===== config.mk =====
export PLATFORM = sky130hd
export DESIGN_NAME = diff_freq_serial_tx
export DESIGN_NICKNAME = d
export VERILOG_FILES = /design/src/rtl/diff_freq_serial_tx.sv
export SDC_FILE = /design/constraint.sdc
export NUM_CORES = 1
export LEC_CHECK = 0
export CAP_MARGIN = 20
export CORE_UTILIZATION = 35
export CTS_CLUSTER_SIZE = 8
export DETAILED_ROUTE_END_ITERATION = 8
export GPL_ROUTABILITY_DRIVEN = 0
export GPL_TIMING_DRIVEN = 1
export SLEW_MARGIN = 0
export SYNTH_ARGS = -nofsm -noshare
export SYNTH_HDL_FRONTEND = slang
export SYNTH_SLANG_ARGS = --single-unit

===== constraint.sdc =====
create_clock -name clk -period 3.8 [get_ports clk]
set_input_delay 0.57 -clock clk [delete_from_list [all_inputs] [get_ports clk]]
set_output_delay 0.57 -clock clk [all_outputs]
set_load 0.1 [all_outputs]

===== src/rtl/diff_freq_serial_tx.sv =====
// Multi-rate serial transmitter: each bit's duration is chosen per bit from two programmable periods.
// Define SERIAL_TX_PARITY_EN to append an even-parity bit (low-frequency period) to every frame.
module diff_freq_serial_tx #(
   parameter int DATA_BIT     = 32,
   parameter int CNT_WIDTH    = 16,
   parameter int REPEAT_WIDTH = 8
) (
   input  logic                    clk,
   input  logic                    rst_n,
   input  logic                    i_start,
   input  logic                    i_stop,
   input  logic [DATA_BIT-1:0]     i_data,
   input  logic [DATA_BIT-1:0]     i_freq_sel,
   input  logic [CNT_WIDTH-1:0]    i_period_h,
   input  logic [CNT_WIDTH-1:0]    i_period_l,
   input  logic [REPEAT_WIDTH-1:0] i_repeat,
   input  logic                    i_msb_first,
   input  logic                    i_idle_level,
   output logic                    o_data,
   output logic                    o_busy,
   output logic                    o_bit_tick,
   output logic                    o_frame_tick,
   output logic                    o_done_tick
);
   localparam int IDXW = $clog2(DATA_BIT);
   localparam logic [IDXW-1:0] LAST_IDX = IDXW'(DATA_BIT - 1);

   typedef enum logic {S_IDLE, S_RUN} state_t;

   state_t                  r_state, w_stateNext;
   logic [DATA_BIT-1:0]     r_shData, r_shFreq;
   logic [CNT_WIDTH-1:0]    r_shPerH, r_shPerL, r_cnt, w_cntNext, w_period;
   logic [REPEAT_WIDTH-1:0] r_repeat, r_frameCnt, w_frameNext, w_frameInc;
   logic [IDXW-1:0]         r_idx, w_idxNext, w_pos, w_idxInc;
   logic                    r_shMsb, r_idle, r_data, r_done;
   logic                    w_load, w_dataNext, w_doneNext, w_bitTick, w_frameTick;
   logic                    w_lastBit, w_firstBit;
`ifdef SERIAL_TX_PARITY_EN
   logic                    r_par, w_parNext;
`endif

   // Physical bit position of a logical bit index, honouring the shadowed bit order.
   function automatic logic [IDXW-1:0] posOf(input logic msb, input logic [IDXW-1:0] idx);
      return msb ? (LAST_IDX - idx) : idx;
   endfunction

   assign w_pos      = posOf(r_shMsb, r_idx);
   assign w_idxInc   = r_idx + IDXW'(1);
   assign w_frameInc = r_frameCnt + REPEAT_WIDTH'(1);
   assign w_firstBit = i_msb_first ? i_data[DATA_BIT-1] : i_data[0];
`ifdef SERIAL_TX_PARITY_EN
   assign w_period   = r_par ? r_shPerL : (r_shFreq[w_pos] ? r_shPerH : r_shPerL);
   assign w_lastBit  = r_par;
`else
   assign w_period   = r_shFreq[w_pos] ? r_shPerH : r_shPerL;
   assign w_lastBit  = (r_idx == LAST_IDX);
`endif

   // Next-state logic; o_data is registered, so w_dataNext is the level shown next cycle.
   always_comb begin
      w_stateNext = r_state;
      w_load      = 1'b0;
      w_dataNext  = r_data;
      w_cntNext   = r_cnt;
      w_idxNext   = r_idx;
      w_frameNext = r_frameCnt;
      w_doneNext  = 1'b0;
      w_bitTick   = 1'b0;
      w_frameTick = 1'b0;
`ifdef SERIAL_TX_PARITY_EN
      w_parNext   = r_par;
`endif
      case (r_state)
         S_IDLE: begin
            w_load      = 1'b1;
            w_dataNext  = i_idle_level;
            w_cntNext   = '0;
            w_idxNext   = '0;
            w_frameNext = '0;
`ifdef SERIAL_TX_PARITY_EN
            w_parNext   = 1'b0;
`endif
            if (i_start && !i_stop) begin
               w_stateNext = S_RUN;
               w_dataNext  = w_firstBit;
            end
         end
         S_RUN: begin
            if (i_stop) begin
               w_stateNext = S_IDLE;
               w_dataNext  = r_idle;
               w_cntNext   = '0;
               w_idxNext   = '0;
`ifdef SERIAL_TX_PARITY_EN
               w_parNext   = 1'b0;
`endif
            end else if (r_cnt == w_period) begin
               w_bitTick = 1'b1;
               w_cntNext = '0;
               if (w_lastBit) begin
                  w_frameTick = 1'b1;
                  w_frameNext = w_frameInc;
                  w_idxNext   = '0;
`ifdef SERIAL_TX_PARITY_EN
                  w_parNext   = 1'b0;
`endif
                  // A zero repeat count never matches, giving continuous operation.
                  if ((r_repeat != '0) && (w_frameInc == r_repeat)) begin
                     w_stateNext = S_IDLE;
                     w_dataNext  = r_idle;
                     w_doneNext  = 1'b1;
                  end else begin
                     w_load     = 1'b1;
                     w_dataNext = w_firstBit;
                  end
               end
`ifdef SERIAL_TX_PARITY_EN
               else if (r_idx == LAST_IDX) begin
                  w_parNext  = 1'b1;
                  w_dataNext = ^r_shData;
               end
`endif
               else begin
                  w_idxNext  = w_idxInc;
                  w_dataNext = r_shData[posOf(r_shMsb, w_idxInc)];
               end
            end else begin
               w_cntNext = r_cnt + CNT_WIDTH'(1);
            end
         end
         default: w_stateNext = S_IDLE;
      endcase
   end

   // State, counters and shadow registers; shadows reload in idle and at continuing frame ends.
   always_ff @(posedge clk or negedge rst_n) begin
      if (!rst_n) begin
         r_state    <= S_IDLE;
         r_data     <= 1'b0;
         r_done     <= 1'b0;
         r_cnt      <= '0;
         r_idx      <= '0;
         r_frameCnt <= '0;
         r_shData   <= '0;
         r_shFreq   <= '0;
         r_shPerH   <= '0;
         r_shPerL   <= '0;
         r_shMsb    <= 1'b0;
         r_repeat   <= '0;
         r_idle     <= 1'b0;
`ifdef SERIAL_TX_PARITY_EN
         r_par      <= 1'b0;
`endif
      end else begin
         r_state    <= w_stateNext;
         r_data     <= w_dataNext;
         r_done     <= w_doneNext;
         r_cnt      <= w_cntNext;
         r_idx      <= w_idxNext;
         r_frameCnt <= w_frameNext;
`ifdef SERIAL_TX_PARITY_EN
         r_par      <= w_parNext;
`endif
         if (w_load) begin
            r_shData <= i_data;
            r_shFreq <= i_freq_sel;
            r_shPerH <= i_period_h;
            r_shPerL <= i_period_l;
            r_shMsb  <= i_msb_first;
         end
         if (r_state == S_IDLE) begin
            r_repeat <= i_repeat;
            r_idle   <= i_idle_level;
         end
      end
   end

   assign o_data       = r_data;
   assign o_busy       = (r_state == S_RUN);
   assign o_bit_tick   = w_bitTick;
   assign o_frame_tick = w_frameTick;
   assign o_done_tick  = r_done;
endmodule


==> run metrics <==
vias in the first global route=5758; max_slew headroom=32.00%; failing checks=setup timing; highest clock rate=0.2573 GHz; number of CTS-inserted buffers=17; status=complete, but fails checks; dpl ws=212.5 ps; Via Count=5392; Mapped Cells=626; period utilization=102.3%; fill cell count=1921; RSZ-0062 raised after global routing=true; worst hold path class=in -> async; Buffers on Ports=114; worst r2r path cells=12; Worst Path Max Fanout=5; PD cells=405.2 nW/um2; io pins=115; crit path launch type=flop; worst path required time=3230 ps; P_leak=4.016 nW; share of cells above drive strength 1=27.51%; worst endpoint data arrival time=3320 ps; CTS Buffer Depth=2; Hold WS=231.0 ps; biggest area consumer among synthesized cells=dfrtp_1; number of remaining DRC errors=0; post-route ant nets=0; Final Core Density=46.51%; Yosys top cell area share=45.82%; Die ar.=22120 um2; Core Footprint=21090 um2; routed len/inst=17.13 um; Final Max Tran Viols=0; number of iterations in the first detailed-routing pass=4; die height=148.7 um; initial antenna violation count=2; Fin Setup TNS=-156.0 ps; Initial DRC Count=410; Sink Count=138; CTS Root Cell=clkbuf_16; clock slew at reported path FFs=60 ps; sequential-to-total area share from yosys stat=45.82%; Crit Path Class=reg -> out; row cnt=53; Post-synth ARST share=100.0%; synth cell count leaders=dfrtp_1, mux2_2, xor2_1, mux2i_1, mux2_4; H-tree levels=4; Mapped Area=7536 um2; maximum VDD drop=307.9 uV; warning count from the yosys run=0; Max Cap Violations=0; Synth Net Count=740; Die Width=148.7 um; largest net degree at the start of global routing=96; Seq cells post-synth=138; top cells by area, synth=dfrtp_1, mux2_2, mux2_4; Synth Area per Inst=12.04 um2; hpwl dp=12.57 mm; first-pass GRT wire length=29.88 mm; CTS tree=done; worst r2r src=r_idx[0]$_DFFE_PN0P_; reg2reg setup slack=200 ps; worst clock skew=9.831 ps; global route overflow=0; Worst setup EP type=output pin; most frequent cell after synthesis=dfrtp_1; Final Setup Violations=2; Initial Util=35.74%; count of cell types in the netlist=56; post-route minimum period=3887 ps; slew at the pin closest to its max-slew limit=1017 ps; final net count=868; vias per cell=5.175; P&R area growth vs syn=30.15%; Post-synth EDFFs=0; WL final=17.85 mm; main flop type after synthesis=dfrtp_1; ant diodes=0; Reg2Reg Capture Point=r_shFreq[3]$_DFFE_PN0P_; Clock Latency Late Sink=420 ps; final critical-path setup slack=-87.04 ps; gr usage total=17.34%; Hold Vio Cnt, Final=0; hold buffers post-CTS=0
## worst max-delay path by stage
stage / startpoint / end / slack [ps] / cells past startpoint
after floorplan: r_idx[1]$_DFFE_PN0P_ / o_frame_tick / -400 / 8
after global placement: r_idx[0]$_DFFE_PN0P_ / o_frame_tick / 260 / 9
after detailed placement: r_idx[0]$_DFFE_PN0P_ / o_frame_tick / 210 / 9
after CTS: r_idx[1]$_DFFE_PN0P_ / o_frame_tick / -90 / 10
after global routing: r_idx[0]$_DFFE_PN0P_ / o_frame_tick / -200 / 11
final: r_idx[0]$_DFFE_PN0P_ / o_frame_tick / -90 / 11
## final cells by class
| type | count | area [um2] | share of cell area, % |
|---|---|---|---|
| clock inverter | 12 | 140.1 | 1.429 |
| sequential | 138 | 3460 | 35.27 |
| multi-input combinational | 437 | 3877 | 39.53 |
| tap | 275 | 344.1 | 3.508 |
| clock buffer | 20 | 446.7 | 4.554 |
| timing repair buffer | 150 | 1503 | 15.32 |
| inverter | 10 | 37.54 | 0.3827 |
## cell families (layout without fill, tap and decap cells)
group / count (synthesis) / in the layout / synth area share (%)
adders and majority gates: 4 / 4 / 0.6641
xor gates and xnor gates: 62 / 62 / 7.206
and+or+nand+nor: 158 / 158 / 11.21
buffers and inverters: 51 / 192 / 3.619
muxes: 152 / 152 / 25.19
DFF: 138 / 138 / 45.82
AOI/OAI and AO/OA: 61 / 61 / 6.293
## power by group
group	internal (mW)	switching (mW)
logic	0.372	0.267
clock network	0.991	0.664
registers	1.59	0.0916
## per-stage QoR
stage	total power, mW	instance area, um2	cells
final	3.974	9808	1042
after global routing	4.152	9808	1042
after CTS	4.011	9767	1042
after detailed placement	2.324	9044	997
after global placement	2.307	9044	997
after floorplan	2.066	7581	626
## critical path, cell delays in order (launching register included)
cell and delay (ps):
dfrtp_2 450, buf_6 140, mux2i_2 150, o211ai_1 230, a211oi_2 110, a2111o_1 360, a2111o_1 430, buf_6 150
a21boi_4 140, nor4_4 370, and2_4 210, buf_12 160
## registers in the layout, summed over array words and instances (netlist names)
name	cells
r_shMsb	1
r_cnt	16
o_data	1
o_busy	1
r_frameCnt	8
r_shPerL	16
r_repeat	8
r_idx	5
r_idle	1
r_shFreq	32
r_shPerH	16
o_done_tick	1
r_shData	32
## placed cells by master, fill, tap and decap left out, drive strengths merged, types with 3 or more instances in the layout
master,instances
a21oi,10
a221oi,3
and2,5
and3,10
buf,39
clkbuf,21
clkdlybuf4s50,110
clkinv,4
clkinvlp,3
dfrtp,138
ha,4
inv,13
mux2,111
mux2i,32
mux4,9
nand2,25
nand2b,20
nand3,20
nand4,10
nor2,17
nor2b,6
nor3,21
nor4,16
o211ai,6
o21ai,3
o221ai,5
o22ai,5
o31ai,3
xnor2,15
xor2,47
## routing by layer
| layer | wire, um | up-vias | GRT usage (%) |
|---|---|---|---|
| met2 | 8805 | 143 | 28.64 |
| met3 | 783 | 27 | 3.761 |
| li1 | - | 2532 | - |
| met1 | 7873 | 2688 | 22.30 |
| met5 | 13 | - | 0 |
| met4 | 370 | 2 | 6.378 |
## timing repair
| action | 4_1_cts | 5_1_grt |
|---|---|---|
| pin swaps | 3 | 1 |
| gates resized for setup | 12 | 9 |
| setup buffers | 13 | 0 |
| setup endpoints to repair | 2 | 2 |
Power figures use the tool's default switching activity.
